`src/rtl/arb_pkg.sv`:
```
// Shared types and constants for the round-robin arbiter and its rotating picker.
package arb_pkg;

  localparam int N_REQ_DEF = 4;
  localparam int ID_W      = 2;
  localparam int HOLD_W    = 8;

  typedef enum logic {
    IDLE = 1'b0,
    BUSY = 1'b1
  } arb_state_t;

  function automatic logic [N_REQ_DEF-1:0] id_to_onehot(input logic [ID_W-1:0] id);
    return N_REQ_DEF'(1) << id;
  endfunction

endpackage

```
`src/rtl/rr_priority_pick.sv`:
```
// Rotating first-set search: rotates req so ptr lands on bit 0, priority-encodes
// the rotated vector, then rotates the resulting offset back into an absolute index.
module rr_priority_pick
  import arb_pkg::*;
(
  input  logic [3:0]      req,
  input  logic [ID_W-1:0] ptr,
  output logic [ID_W-1:0] idx,
  output logic            any
);

  logic [3:0]      rot;
  logic [ID_W-1:0] off;

  generate
    for (genvar gi = 0; gi < 4; gi++) begin : g_rot
      logic [ID_W-1:0] src;
      assign src     = ID_W'(gi) + ptr;
      assign rot[gi] = req[src];
    end
  endgenerate

  always_comb begin
    off = '0;
    casez (rot)
      4'b???1: off = 2'd0;
      4'b??10: off = 2'd1;
      4'b?100: off = 2'd2;
      4'b1000: off = 2'd3;
      default: off = 2'd0;
    endcase
  end

  assign any = |req;
  assign idx = off + ptr;

endmodule

```
`src/rtl/rr_arbiter.sv`:
```
// Four-way round-robin arbiter with an ownership time limit; every output is a flop,
// and each release inserts one idle cycle before the next grant.
module rr_arbiter
  import arb_pkg::*;
#(
  parameter int N_REQ    = N_REQ_DEF,
  parameter int MAX_HOLD = 8
) (
  input  logic             clk,
  input  logic             rst_n,
  input  logic [N_REQ-1:0] req,
  output logic [N_REQ-1:0] gnt,
  output logic [ID_W-1:0]  gnt_id,
  output logic             gnt_valid,
  output logic             preempt
);

  localparam logic [HOLD_W-1:0] HOLD_LAST = HOLD_W'(MAX_HOLD - 1);

  arb_state_t        state_reg, state_next;
  logic [N_REQ-1:0]  gnt_reg, gnt_next;
  logic [ID_W-1:0]   gnt_id_reg, gnt_id_next;
  logic              gnt_valid_reg, gnt_valid_next;
  logic              preempt_reg, preempt_next;
  logic [HOLD_W-1:0] hold_cnt_reg, hold_cnt_next;
  logic [ID_W-1:0]   ptr_reg, ptr_next;

  logic [ID_W-1:0]   pick_idx;
  logic              pick_any;
  logic              owner_req;
  logic              others_req;

  rr_priority_pick u_pick (
    .req (req),
    .ptr (ptr_reg),
    .idx (pick_idx),
    .any (pick_any)
  );

  assign owner_req  = req[gnt_id_reg];
  assign others_req = |(req & ~gnt_reg);

  always_ff @(posedge clk) begin
    if (!rst_n) begin
      state_reg     <= IDLE;
      gnt_reg       <= '0;
      gnt_id_reg    <= '0;
      gnt_valid_reg <= 1'b0;
      preempt_reg   <= 1'b0;
      hold_cnt_reg  <= '0;
      ptr_reg       <= '0;
    end else begin
      state_reg     <= state_next;
      gnt_reg       <= gnt_next;
      gnt_id_reg    <= gnt_id_next;
      gnt_valid_reg <= gnt_valid_next;
      preempt_reg   <= preempt_next;
      hold_cnt_reg  <= hold_cnt_next;
      ptr_reg       <= ptr_next;
    end
  end

  always_comb begin
    state_next     = state_reg;
    gnt_next       = gnt_reg;
    gnt_id_next    = gnt_id_reg;
    gnt_valid_next = gnt_valid_reg;
    preempt_next   = 1'b0;
    hold_cnt_next  = hold_cnt_reg;
    ptr_next       = ptr_reg;

    unique case (state_reg)
      IDLE: begin
        if (pick_any) begin
          state_next     = BUSY;
          gnt_next       = id_to_onehot(pick_idx);
          gnt_id_next    = pick_idx;
          gnt_valid_next = 1'b1;
          hold_cnt_next  = '0;
        end
      end
      BUSY: begin
        // An owner that drops its request releases normally even at the time limit.
        if (!owner_req || (hold_cnt_reg == HOLD_LAST && others_req)) begin
          state_next     = IDLE;
          gnt_next       = '0;
          gnt_id_next    = '0;
          gnt_valid_next = 1'b0;
          hold_cnt_next  = '0;
          ptr_next       = gnt_id_reg + ID_W'(1);
          preempt_next   = owner_req;
        end else if (hold_cnt_reg != HOLD_LAST) begin
          hold_cnt_next = hold_cnt_reg + HOLD_W'(1);
        end
      end
      default: begin
        state_next = IDLE;
      end
    endcase
  end

  assign gnt       = gnt_reg;
  assign gnt_id    = gnt_id_reg;
  assign gnt_valid = gnt_valid_reg;
  assign preempt   = preempt_reg;

endmodule

```
`config.mk`:
```
export PLATFORM = sky130hd
export DESIGN_NAME = rr_arbiter
export DESIGN_NICKNAME = d
export VERILOG_FILES = /design/src/rtl/arb_pkg.sv /design/src/rtl/rr_priority_pick.sv /design/src/rtl/rr_arbiter.sv
export SDC_FILE = /design/constraint.sdc
export NUM_CORES = 1
export LEC_CHECK = 0
export CORE_ASPECT_RATIO = 1.1
export CORE_UTILIZATION = 30
export DETAILED_ROUTE_END_ITERATION = 8
export SLEW_MARGIN = 10
export SYNTH_ARGS = -nofsm -noshare
export SYNTH_HDL_FRONTEND = slang
export SYNTH_SLANG_ARGS = --single-unit
```
`constraint.sdc`:
```
create_clock -name clk -period 2.8 [get_ports clk]
set_input_delay 0.28 -clock clk [delete_from_list [all_inputs] [get_ports clk]]
set_output_delay 0.28 -clock clk [all_outputs]
set_load 0.01 [all_outputs]
```
==> results of run 1 <==
==> routing by layer <==
layer / global-route usage (%) / routed length (µm) / share of wire (%)
met1: 16.98 / 994 / 43
met3: 2.024 / 105 / 4.5
met2: 23.85 / 1193 / 52
met4: 5.655 / 14 / 0.61
met5: 0 / 0 / 0
==> critical path, cell delays in order, from the launching register on <==
cell	delay, ps
dfxtp_1	410
ha_1	220
or4b_1	470
or4b_4	510
o21ai_2	190
a211o_1	360
nor2_1	70
a41o_1	200
==> kinds of logic (layout without fill, tap and decap cells) <==
group,after synthesis,after routing,share of synthesized area [%]
muxes,1,1,2.156
AOI/OAI and AO/OA,25,25,17.25
buffers and inverters,17,26,7.066
DFF,19,19,36.41
xor gates and xnor gates,6,6,5.031
and+or+nand+nor,59,59,29.70
adders and majority gates,2,2,2.395
==> cells in the mapped netlist, drive strengths merged (6+ instances only) <==
| library cell | n |
|---|---|
| buf | 6 |
| o21ai | 7 |
| inv | 9 |
| a21oi | 6 |
| nand3 | 10 |
| dfxtp | 19 |
| nor2 | 17 |
| nand2 | 8 |
==> layout make-up <==
class	instances	area, µm²	area share (%)
inverters	9	33.78	2.766
well taps	48	60.06	4.918
clock buffers	4	26.28	2.152
repair buffers	13	130.1	10.66
flip-flops and latches	19	380.4	31.15
multi-input cells	93	590.6	48.36
==> final timing paths <==
check | endpoint | slack (ps) | cells after the start
hold reg to reg | gnt[2]$_SDFFE_PN0P_ | 490 | 2
hold / removal | gnt[2]$_SDFFE_PN0P_ | 490 | 2
setup / recovery | gnt[1]$_SDFFE_PN0P_ | 240 | 7
setup reg to reg | gnt[1]$_SDFFE_PN0P_ | 240 | 7
==> report_power, final <==
group / internal (mW) / switching (mW)
clock network: 0.0554 / 0.0836
registers: 0.296 / 0.0316
logic: 0.0920 / 0.0945
==> cell usage in the layout (no fill, tap or decap), drive strengths merged, types with 3 or more instances in the layout <==
| cell | netlist | final |
|---|---|---|
| dfxtp | 19 | 19 |
| nor2 | 17 | 17 |
| clkdlybuf4s50 | 0 | 13 |
| nand3 | 10 | 10 |
| inv | 9 | 9 |
| nand2 | 8 | 8 |
| o21ai | 7 | 7 |
| a21oi | 6 | 6 |
| clkbuf | 2 | 4 |
| nor2b | 3 | 3 |
| xor2 | 3 | 3 |
| nor3 | 3 | 3 |
| xnor2 | 3 | 3 |
| and3 | 3 | 3 |
| or3 | 3 | 3 |
==> metrics by stage <==
step | area, µm² | instances | hold WS, ps | util [%]
global placement | 1195 | 182 | 478.3 | 35.88
CTS | 1221 | 186 | 494.6 | 36.66
finish | 1221 | 186 | 487.7 | 36.66
detailed placement | 1195 | 182 | 477.7 | 35.88
global route | 1221 | 186 | 511.5 | 36.66
floorplan | 1045 | 129 | 443.7 | -
==> metrics.txt, run 1 <==
First-pass DRT Iterations 4; Final Power 0.6533 mW; CTS tree yes; PortBufs 13; max cap viols 0; wirelength, routed ~2300 µm; first-pass GRT wire length just over 4000 µm; max_slew headroom between 60% and 70%; Crit Path Category register to register; max reg flops 8; Vias/cell 5.145; clock slew seen by the registers of the worst setup and hold paths 120 ps; Final WS setup roughly 240 ps; Post-DRT Antenna Nets 0; Setup crit end kind register; # diodes 0; worst r2r src hold_cnt_reg[1]$_SDFFE_PN0P_; Setup TNS 0 ps; final setup vio count 0; post-synth top area cell dfxtp_1; Mean Syn Cell Area 8.099 µm²; RSZ-0062 raised after global routing no; number of CTS-inserted buffers 3; die height 63.90 µm; # fillers 360; Synth Register Bits 19; DR vias 957; outcome finished, final reports clean; Crit path arrival time ~2700 ps; Post-synth ARST share 0%; wire per inst approximately 12 µm; 1st-iter DRT viols 51; die width approximately 58 µm; Slew Viols, Final 0; area added between synthesis and finish 16.89%; HPWL after detailed placement approximately 1700 µm; Ys Warns 0; register area share after synthesis a little over a third; VDD IR max around 130 µV; Gate Count Post-Synth between 100 and 150; Post-CTS Setup Bufs 0; nets 147; slew at the pin with the worst max-slew slack 541.9 ps; DIE AREA 3723 µm²; period utilization 91.26%; GRT overflow 0; CP Max Fanout 11; Static Leak 0.4308 nW; Critical Path RT 2990 ps; Fmax achieved 0.3913 GHz; Clock Root Buffer clkbuf_4; number of global-route vias before repair 945; Post-synth EDFFs 0; All-Layer GR Usage ~14%; Hold Path Origin gnt[2]$_SDFFE_PN0P_; initial antenna violation count 0; hold_buf cts 0; Post-CTS Resized 0; Main synth FF type dfxtp_1; row cnt 22; worst-case clock buffer depth 2; Synth Net Count 137; share of layout cells above drive strength 1 5.797%; total core area 3331 µm²; Setup Skew about 17 ps; PD cells 535.0 nW/µm²; Startpoint Class register; Worst Setup SP hold_cnt_reg[1]$_SDFFE_PN0P_; min Tclk post-route 2555 ps; largest net degree at the start of global routing 13; initial cell density of the core 31.37%; Clock Latency Late Sink 300 ps; routability-driven placement congestion ratio 0.7795; Hold Path Class register to register; I/O pins 14; htree depth 1; area fraction of the dominant cell type after synthesis 36.41%; drt drc 0; DP Worst Slack about 290 ps; cell area after synthesis 1045 µm²; count of different cell masters after synthesis 40; final hold violation count 0; clock sinks 19; leading post-synthesis cells by cell area dfxtp_1, nor2_1, nand3_1, inv_1, a21oi_1
Power figures use the tool's default switching activity.
==> inputs of run 2 (changes only) <==
- GPL_TIMING_DRIVEN: not set -> 0
- clock period: 2.8 -> 2.9 ns (I/O delays scaled with it)
==> run 2 against run 1 <==
Compared with the run above: highest routed layer unchanged; critical endpoint is now gnt[2]$_SDFFE_PN0P_; total power down 3.9%; largest power group unchanged; clock-buffer cell count down 1; fmax up 7.3%; via count down 0.21%; sequential cell count unchanged; clock power down 7%; combinational power up 2%; first-iteration DRC count up 5.9%; non-clock buffer count up 4; sequential share of layout area about the same.
==> metrics.txt, run 2 (synthesized netlist as in run 1, its figures left out) <==
drt drc 0; Post-CTS Resized 0; placed cells 186; area of the multi-input gates 590.6 µm²; DIE AREA between 3000 and 4000 µm²; Clock Root Buffer clkbuf_4; clock sinks 19; largest net degree at the start of global routing 12; Vias/cell 5.026; routability-driven placement congestion ratio 0.7990; Setup Skew 3.452 ps; Critical Path RT 3070 ps; DR vias 955; I/O pins 14; final hold violation count 0; CP max stage cell or4b_4; row cnt 22; nets 151; max reg flops 8; Startpoint Class register; PD cells 513.5 nW/µm²; capturing point of the worst reg2reg path gnt[2]$_SDFFE_PN0P_; Post-CTS Setup Bufs 0; period utilization 82.12%; Setup crit end kind register; worst-case clock buffer depth 2; All-Layer GR Usage 12.97%; number of CTS-inserted buffers 3; M1 wire length 1014 µm; clock slew seen by the registers of the worst setup and hold paths 100 ps; # diodes 0; die width 58.27 µm; slew at the pin with the worst max-slew slack 471.2 ps; PortBufs 9; DP Worst Slack 548.3 ps; Static Leak between 0.4 and 0.5 nW; max incr delay on CP 510 ps; final setup vio count 0; Setup TNS 0 ps; Final WS setup 518.4 ps; Crit path arrival time 2550 ps; Crit Path Category register to register; Hold WS roughly 490 ps; Finished Core Util 36.70%; 1st-iter DRT viols 54; total core area 3331 µm²; Cell Chain, Critical Path ha_1, or4b_1, or4b_4, o21ai_2, a211o_1, buf_4, o32ai_1; number of global-route vias before repair 917; dpl cell area 1195 µm²; wire per inst 11.61 µm; first-pass GRT wire length ~3800 µm; Fmax achieved 0.4199 GHz; most frequent cells in the layout dfxtp_1, nor2_1, nand3_1; Crit. path cell count 7; max_slew headroom 68.30%; area added between synthesis and finish 17.01%; Reg2Reg Setup Slack between 500 and 600 ps; wirelength, routed 2205 µm; min Tclk post-route 2382 ps; die height 63.90 µm; CP Max Fanout 10; # fillers between 300 and 400; met2 wire length 1093 µm; CP top delay family simple AND/OR/NAND/NOR gates; final cell count without fillers 190; Post-DRT Antenna Nets 0; Hold Path Class register to register; worst r2r src hold_cnt_reg[0]$_SDFFE_PN0P_; Slew Viols, Final 0; Final Power 0.6277 mW; GRT overflow 0; outcome finished, final reports clean; RSZ-0062 raised after global routing no; Worst Path Buf+Inv 1; met3 wire length 69 µm; initial antenna violation count 0; HPWL after detailed placement 1662 µm; CTS tree yes; max cap viols 0; VDD IR max 234.1 µV; initial cell density of the core 31.37%; reg2reg path depth 7; Worst Setup SP hold_cnt_reg[0]$_SDFFE_PN0P_; htree depth 1; max layer used met4; hold_buf cts 0; Clock Latency Late Sink 290 ps; Final Cell Area 1222 µm²; critical path endpoint gnt[2]$_SDFFE_PN0P_; First-pass DRT Iterations 4; Reg area approximately 380 µm²; most common cell after layout, fill and taps aside dfxtp_1; share of layout cells above drive strength 1 10.56%
-- run 2: changes by cell type in the layout (fill, tap and decap cells not counted), sizes merged --
cell / change
clkdlybuf4s50: -4
buf: +6
clkbuf: +1
clkinv: +1
-- run 2: worst reg2reg max path, cell delays in order, from the launching register on --
cell and delay (ps):
dfxtp_1 400, ha_1 230, or4b_1 470, or4b_4 510, o21ai_2 200, a211o_1 180
buf_4 170, o32ai_1 90
-- run 2: routing by layer --
layer	global-route usage (%)	vias to the layer above
li1	-	483
met1	15.61	455
met2	21.98	13
met3	2.429	4
met4	5.952	0
met5	0	-
-- run 2: layout make-up --
cell class              instances  share of cell area, %
well taps                      48                  4.913
plain buffers                   8                  3.275
clock buffers                   3                  1.842
multi-input cells              93                  48.31
repair buffers                  9                  7.370
flip-flops and latches         19                  31.12
clock inverters                 1                 0.4094
inverters                       9                  2.764
-- run 2: worst min path at each step --
stage,startpoint,end,slack [ps],cells after the start
floorplan,rst_n,ptr_reg[1]$_SDFFE_PN0P_,450,2
global placement,gnt[0]$_SDFFE_PN0P_,gnt[0]$_SDFFE_PN0P_,470,2
detailed placement,gnt[2]$_SDFFE_PN0P_,gnt[2]$_SDFFE_PN0P_,470,2
CTS,gnt[2]$_SDFFE_PN0P_,gnt[2]$_SDFFE_PN0P_,490,2
global route,gnt[2]$_SDFFE_PN0P_,gnt[2]$_SDFFE_PN0P_,520,2
finish,gnt[2]$_SDFFE_PN0P_,gnt[2]$_SDFFE_PN0P_,490,2
-- run 2: power by group --
group          total, mW  switching, mW  leakage [nW]  internal [mW]
combinational      0.191          0.101         0.273         0.0903
sequential         0.308         0.0215         0.155          0.286
clock              0.129         0.0778        0.0177         0.0512
==> inputs of run 3 (changes only) <==
- clock period: 2.9 -> 2.42 ns (I/O delays scaled with it)
==> run 3 against run 2 <==
Compared with the run above: core utilization up 0.53 points; register-to-register slack worse by 380 ps; global-route usage unchanged; worst setup slack worse by 380 ps; clock skew down 1.3 ps; largest power group unchanged; first-iteration DRC count up 1.9%; die area unchanged; critical path depth unchanged; clock-buffer cell count unchanged; via count down 0.10%; design area up 1.4%; hold slack worse by 3.0 ps.
==> metrics.txt, run 3 (synthesized netlist as in run 1, its figures left out) <==
final hold violation count 0; most frequent cells in the layout nor2_1, dfxtp_1, nand3_1; total core area 3331 µm²; Post-CTS Resized 0; share of layout cells above drive strength 1 13.38%; Clock Latency Late Sink between 200 and 300 ps; number of global-route vias before repair 917; Startpoint Class register; PortBufs 9; Hold Path Origin gnt[2]$_SDFFE_PN0P_; First-pass DRT Iterations 4; Critical Path RT 2580 ps; placed cells ~190; Crit path arrival time between 2000 and 2500 ps; # fillers 357; die height 63.90 µm; Crit Path Category register to register; clock sinks 19; wire per inst 11.71 µm; largest net degree at the start of global routing 12; Net Sw Frac 31.88%; # diodes 0; Hold Path Class register to register; outcome finished, final reports clean; Psw ~0.24 mW; final setup vio count 0; Comb pwr share 31.0%; period utilization ~94%; max reg flops 8; Clock Root Buffer clkbuf_4; HPWL after detailed placement between 1500 and 2000 µm; max_slew headroom 63.60%; GRT overflow 0; max cap viols 0; VDD IR max 271.9 µV; P_int 0.5164 mW; Fmax achieved 0.4377 GHz; die width a little under 60 µm; Finished Core Util 37.23%; Slew Viols, Final 0; Setup Skew 2.187 ps; nets approximately 150; Setup crit end kind register; slew at the pin with the worst max-slew slack 544.9 ps; min Tclk post-route around 2300 ps; wirelength, routed 2225 µm; DR vias 954; Static Leak ~0.45 nW; Worst Setup SP hold_cnt_reg[0]$_SDFFE_PN0P_; CTS tree yes; Vias/cell 5.021; DIE AREA 3723 µm²; PD cells 611.4 nW/µm²; All-Layer GR Usage 12.97%; CP Max Fanout 10; hold_buf cts 0; RSZ-0062 raised after global routing no; initial cell density of the core 31.37%; clock group share of total power roughly 20%; htree depth 1; 1st-iter DRT viols 55; Flop pwr share 48.7%; Post-DRT Antenna Nets 0; worst-case clock buffer depth 2; initial antenna violation count 0; first-pass GRT wire length between 3000 and 4000 µm; routability-driven placement congestion ratio around 0.80; I/O pins 14; area added between synthesis and finish 18.68%; Setup TNS 0 ps; final cell count without fillers 190; worst r2r src hold_cnt_reg[0]$_SDFFE_PN0P_; clock slew seen by the registers of the worst setup and hold paths around 100 ps; Post-CTS Setup Bufs 0; drt drc 0; row cnt 22; number of CTS-inserted buffers 3
-- run 3: final cells by class --
class                   instances  area, µm²  area share [%]
clock buffers                   3      22.52           1.816
repair buffers                  9      90.09           7.265
inverters                       9      33.78           2.725
well taps                      48      60.06           4.844
multi-input cells              93      600.6           48.44
clock inverters                 1      5.005          0.4036
plain buffers                   8      45.04           3.633
flip-flops and latches         19      382.9           30.88
-- run 3: worst paths after layout --
check / to / slack, ps / cells after the start
worst min register to register: gnt[2]$_SDFFE_PN0P_ / 480 / 2
worst max register to register: gnt[3]$_SDFFE_PN0P_ / 140 / 7
worst max-delay path: gnt[3]$_SDFFE_PN0P_ / 140 / 7
worst min-delay path: gnt[2]$_SDFFE_PN0P_ / 480 / 2
-- run 3: power groups by stage --
stage	Sequential, mW	Combinational, mW	Clock [mW]
after floorplan	0.381	0.146	0
after global placement	0.375	0.226	0
after detailed placement	0.376	0.228	0
after CTS	0.369	0.230	0.161
after global routing	0.374	0.261	0.176
final	0.369	0.235	0.154
-- run 3: through the flow --
stage                     hold slack, ps  cell area [µm²]  power [mW]  setup WS (ps)
after global routing               519.1             1240      0.8111          11.93
final                              482.4             1240      0.7581          135.2
after detailed placement           474.3             1195      0.6045          68.28
after CTS                          489.3             1222      0.7594          33.22
after floorplan                    405.7             1045      0.5275          238.3
after global placement             466.0             1195      0.6006          72.78
-- run 3: worst max-delay path: stages, from the launching register on --
cell and delay, ps:
dfxtp_2 370, ha_2 210, or4b_1 460, or4b_4 530
o21ai_4 170, a211o_1 190, buf_6 150, o22ai_1 80
-- run 3: metal layers --
layer | GRT usage (%) | wire (µm) | part of all wire [%]
met5 | 0 | 0 | 0
met4 | 5.952 | 28 | 1.3
met3 | 2.429 | 92 | 4.1
met2 | 21.98 | 1073 | 48
met1 | 15.61 | 1030 | 46
